[src/rtl/trap_sequencer.sv]
// Trap sequencer: picks the highest-priority interrupt or exception each cycle,
// computes cause, delegation and redirect vector, gates mret/sret, and holds the
// pipeline in WFI until an interrupt becomes pending.
// Optional feature: define TRAP_VECTORED_EN to enable vectored interrupt dispatch
// (tvec[1:0] == 01 -> base + 4*cause for interrupts).
module trap_sequencer #(
  parameter int unsigned XLEN = 64
) (
  input  logic            clk,
  input  logic            reset,
  input  logic            StallM,
  input  logic            IllegalInstrFaultM,
  input  logic            BreakpointFaultM,
  input  logic            EcallFaultM,
  input  logic            mretM,
  input  logic            sretM,
  input  logic            wfiM,
  input  logic [1:0]      PrivilegeModeW,
  input  logic            STATUS_MIE,
  input  logic            STATUS_SIE,
  input  logic [11:0]     MIP_REGW,
  input  logic [11:0]     MIE_REGW,
  input  logic [11:0]     MIDELEG_REGW,
  input  logic [15:0]     MEDELEG_REGW,
  input  logic [XLEN-1:0] MTVEC_REGW,
  input  logic [XLEN-1:0] STVEC_REGW,
  output logic            TrapM,
  output logic            InterruptM,
  output logic [3:0]      CauseM,
  output logic            TrapToSM,
  output logic [XLEN-1:0] TrapVectorM,
  output logic            RetM,
  output logic            WFIStallM
);

  typedef enum logic [0:0] {StRun, StWfi} state_e;

  state_e      r_state;
  logic [11:0] r_pending_ints;

  logic        w_not_m;
  logic [11:0] w_int_en;
  logic        w_any_int;
  logic [3:0]  w_int_cause;
  logic        w_any_exc;
  logic [3:0]  w_exc_cause;
  logic [3:0]  w_cause;
  logic        w_trap;
  logic        w_to_s;
  logic [XLEN-1:0] w_tvec;
  logic [XLEN-1:0] w_base;
  logic [XLEN-1:0] w_vector;

  // Register the pending-and-enabled interrupt set; all decisions use this copy.
  always_ff @(posedge clk) begin
    if (reset) r_pending_ints <= '0;
    else       r_pending_ints <= MIP_REGW & MIE_REGW;
  end

  assign w_not_m  = (PrivilegeModeW != 2'b11);
  assign w_int_en = r_pending_ints &
                    ((~MIDELEG_REGW & {12{w_not_m | STATUS_MIE}}) |
                     (MIDELEG_REGW & {12{w_not_m & ((PrivilegeModeW == 2'b00) | STATUS_SIE)}}));
  // Only the six standard S/M interrupt sources can be taken.
  assign w_any_int = |(w_int_en & 12'hAAA);

  // Fixed interrupt and exception priority encoders.
  always_comb begin
    w_int_cause = 4'd0;
    if      (w_int_en[11]) w_int_cause = 4'd11;
    else if (w_int_en[3])  w_int_cause = 4'd3;
    else if (w_int_en[7])  w_int_cause = 4'd7;
    else if (w_int_en[9])  w_int_cause = 4'd9;
    else if (w_int_en[1])  w_int_cause = 4'd1;
    else if (w_int_en[5])  w_int_cause = 4'd5;

    w_any_exc   = BreakpointFaultM | IllegalInstrFaultM | EcallFaultM;
    w_exc_cause = 4'd0;
    if      (BreakpointFaultM)   w_exc_cause = 4'd3;
    else if (IllegalInstrFaultM) w_exc_cause = 4'd2;
    else if (EcallFaultM)        w_exc_cause = {2'b10, PrivilegeModeW};
  end

  assign w_trap  = (w_any_exc | w_any_int) & ~StallM & ~reset;
  assign w_cause = w_any_int ? w_int_cause : w_exc_cause;
  assign w_to_s  = w_not_m & (w_any_int ? MIDELEG_REGW[w_int_cause] : MEDELEG_REGW[w_exc_cause]);
  assign w_tvec  = w_to_s ? STVEC_REGW : MTVEC_REGW;
  assign w_base  = {w_tvec[XLEN-1:2], 2'b00};

`ifdef TRAP_VECTORED_EN
  assign w_vector = (w_any_int && (w_tvec[1:0] == 2'b01)) ?
                    w_base + {{(XLEN-6){1'b0}}, w_int_cause, 2'b00} : w_base;
`else
  logic w_unused_tvec_mode;
  assign w_unused_tvec_mode = ^w_tvec[1:0];
  assign w_vector = w_base;
`endif

  assign TrapM       = w_trap;
  assign InterruptM  = w_trap & w_any_int;
  assign CauseM      = w_trap ? w_cause : 4'd0;
  assign TrapToSM    = w_trap & w_to_s;
  assign TrapVectorM = w_trap ? w_vector : '0;
  assign RetM        = (mretM | sretM) & ~w_trap & ~StallM & ~reset;
  assign WFIStallM   = (r_state == StWfi) & ~reset;

  // WFI state machine; any pending bit wakes it, even if globally disabled.
  always_ff @(posedge clk) begin
    if (reset) begin
      r_state <= StRun;
    end else begin
      unique case (r_state)
        StRun: if (wfiM && !StallM && !w_trap && (r_pending_ints == 12'd0)) r_state <= StWfi;
        StWfi: if ((r_pending_ints != 12'd0) || w_trap) r_state <= StRun;
        default: r_state <= StRun;
      endcase
    end
  end

endmodule

[config.mk]
export PLATFORM = sky130hd
export DESIGN_NAME = trap_sequencer
export DESIGN_NICKNAME = d
export VERILOG_FILES = /design/src/rtl/trap_sequencer.sv
export SDC_FILE = /design/constraint.sdc
export NUM_CORES = 1
export LEC_CHECK = 0
export CORE_UTILIZATION = 25
export DETAILED_ROUTE_END_ITERATION = 6
export PLACE_DENSITY = 0.71
export SLEW_MARGIN = 20
export SYNTH_ARGS = -nofsm -noshare
export SYNTH_HDL_FRONTEND = slang
export SYNTH_SLANG_ARGS = --single-unit
[constraint.sdc]
create_clock -name clk -period 3.95 [get_ports clk]
set_clock_uncertainty 0.05 [all_clocks]
set_input_delay 0.395 -clock clk [delete_from_list [all_inputs] [get_ports clk]]
set_output_delay 0.395 -clock clk [all_outputs]
set_load 0.02 [all_outputs]
==> results.toml <==
[synthesis]
ys_seq_elements = 13
synth-xor-area-share_pct = 0
async_flop_share_pct = 0
synth_top_family_by_area = "compound AO/OA/AOI/OAI gates"
yosys-top-cells-count = "nand3_1 (65), o2111ai_1 (64), o211ai_1 (64), or3_1 (62), clkbuf_1 (39)"
synth_fa_ha_area_share_pct = 0
synth_area_leader_cell = "o2111ai_1"
synth.cell_area_um2 = 2990
synthSimpleGateAreaFrac_pct = 36.1
synth_compound_area_share_pct = 42.6
syn_avg_cell_area_um2 = 6.79
synth_edf_count = 0
synth.mux.area_fraction_pct = 1.17
syn_inst = 440
yosysWarnings = 0
synth_top_flop_cell = "dfxtp_1"
yosysMostFrequentCell = "nand3_1"
yosysTopAreaCellShare_pct = 18.8
ys_seq_area_share_pct = 8.71
synth_cell_type_count = 45
synth_area_leaders = "o2111ai_1 (19%), o211ai_1 (16%), or3_1 (13%)"

[finish]
drive_above_1_share_pct = 10.3
nets = 857
num-fill-cells = 1137
area_growth_pct = 94.3
instances_no_fill = 806
register_area_um2 = 260
multi_input_area_um2 = 2460
diodes = 0

[clock_tree]
path_clk_slew_ns = 0.04
cts.htree.levels = 1
clkLatencyLatePin_ns = 0.24
cts_hold_buf = 0
cts_buffers = 3
clock-sinks = 13
cts-root-buf = "clkbuf_16"
cts_tree = "yes"
clk_path_buf_depth = 2

[timing]
rsz0062_at_grt = "false"
finalMaxSlewViolations = 0
post-route-period-util_pct = 96.9
max_freq_ghz = 0.261
worst_pin_slew_ns = 0.531
hold_violations = 0
relSlewSlack_pct = 64.3
period_needed_ns = 3.83
setup_viol = 0

[floorplan]
rows = 39
ioPinCount = 266
core-area_um2 = 11500
dieArea_um2 = 12400
die_w_um = 111
start_util_pct = 25.9
die_y_um = 111

[grt]
globalRouteOverflowTotal = 0
grt_use_total_pct = 20.5
grt_pass1_wl_mm = 21.4
grt_start_max_net_pins = 54
antenna_found_initial = 0
grt_pass1_vias = 4199

[power_and_ir_drop]
finalPower_uw = 1030
max-vdd-ir-drop_mv = 0.215
p_leak_uw = 0.00211
p_per_area_nw_per_um2 = 177

[drt]
routed_wl_mm = 13.5
met1_length_mm = 5.51
ant_nets = 0
drcViolationCount = 36
wl_met3_mm = 1.03
top_layer = "met4"
viasPerCell = 5.66
drt_iter0_markers = 423
wl_per_cell_um = 16.7
dr.pass1.iters = 7
num_vias = 4558
wl_met2_mm = 6.72

[placement]
dp.cells = 800
dp_hpwl_mm = 10.1
place.port_buffers = 246
gp_congestion = 0.876

[critical_path]
startpoint_type = "primary input"
critPathRequiredTime_ns = 3.50
worstSetupEndpointType = "output port"
critPathArrivalTime_ns = 3.38
critPathKind = "in -> out"
crit_fanout = 41

[run_status]
violations = "design-rule violations"
status = "finished with violations"

[min_path]
hold_path_class = "reg -> reg"

[run]
cap_violations = 0
-- worst max-delay path, cell delays in order --
cell	delay, ns
clkdlybuf4s50_1	0.59
buf_4	0.21
nand3b_1	0.10
o2111a_1	0.15
o31ai_1	0.32
mux2_2	0.25
o2111ai_4	0.15
buf_4	0.19
buf_12	0.16
or3_1	0.38
o211ai_1	0.12
dlygate4sd2_1	0.36
-- power by group --
| group | internal (uW) | switching, uW |
|---|---|---|
| sequential | 137 | 2.96 |
| combinational | 346 | 354 |
| clock | 134 | 54.6 |
| total | 618 | 411 |
-- sequential cells by signal (all words and copies together), names as in the netlist --
signal and cells:
r_pending_ints 12, r_state 1
-- final cells by class --
type | count | share of cell area, %
well taps | 143 | 3.08
inverters | 4 | 0.259
multi-input cells | 355 | 42.4
clock inverters | 1 | 0.0862
flip-flops and latches | 13 | 4.48
clock buffers | 3 | 1.29
repair buffers | 287 | 48.4
-- stage by stage --
stage               hold slack [ns]  setup slack, ns  TNS (ns)  cell area [um^2]  util, %
detailed placement            0.457           -0.183     -8.70              5770     50.1
global placement              0.449           -0.134     -4.95              5770     50.1
floorplan                     0.410             1.09         0              2990        -
global route                  0.485         0.000950         0              5800     50.4
finish                        0.466            0.122         0              5800     50.4
CTS                           0.467           0.0157         0              5800     50.4
-- cells by family (layout without fill, tap and decap cells) --
group | Yosys count | after routing
flip-flops | 13 | 13
multiplexers | 3 | 3
AND/OR/NAND/NOR | 196 | 196
AO/OA/AOI/OAI | 154 | 154
buffers and inverters | 73 | 295
other | 1 | 2
-- layout by cell type (no fill, tap or decap), types with 3 or more instances in the layout --
cell             synthesis  layout
inv_1                    4       4
clkbuf_16                0       3
clkbuf_2                 2       6
o2111ai_2                4       3
or3_1                   62      62
dfxtp_1                 13      13
nand3_1                 65      65
nand3b_1                 6       6
nor3b_1                  3       3
clkdlybuf4s15_1          0       3
nand4_1                  4       4
dlygate4sd2_1            0      53
o211ai_1                64      64
buf_12                   0      10
nand2_1                 23      23
nor2_1                  15      14
buf_4                    4      30
o2111ai_1               64      64
nor2b_1                  3       3
nor3_1                   3       3
clkdlybuf4s50_1          0     182
a21oi_1                  7       7
-- what timing repair did --
action                     4_1_cts  5_1_grt
setup endpoints to repair       63       13
buffers inserted                 2        0
hold endpoints to repair         0        0
gates resized for setup         64       19
-- metal layers --
layer	GRT usage, %	vias to the layer above
li1	-	2251
met1	26.0	2086
met2	36.7	202
met3	2.84	19
met4	4.50	0
met5	0	-
-- final timing paths --
path                     start         endpoint  slack, ns  depth (start not counted)
max          PrivilegeModeW[1]  TrapVectorM[60]       0.12                         12
min                    r_state          r_state       0.47                          2
max reg2reg  r_pending_ints[7]          r_state       2.13                          8
min reg2reg            r_state          r_state       0.47                          2
(Power assumes the default switching activity.)
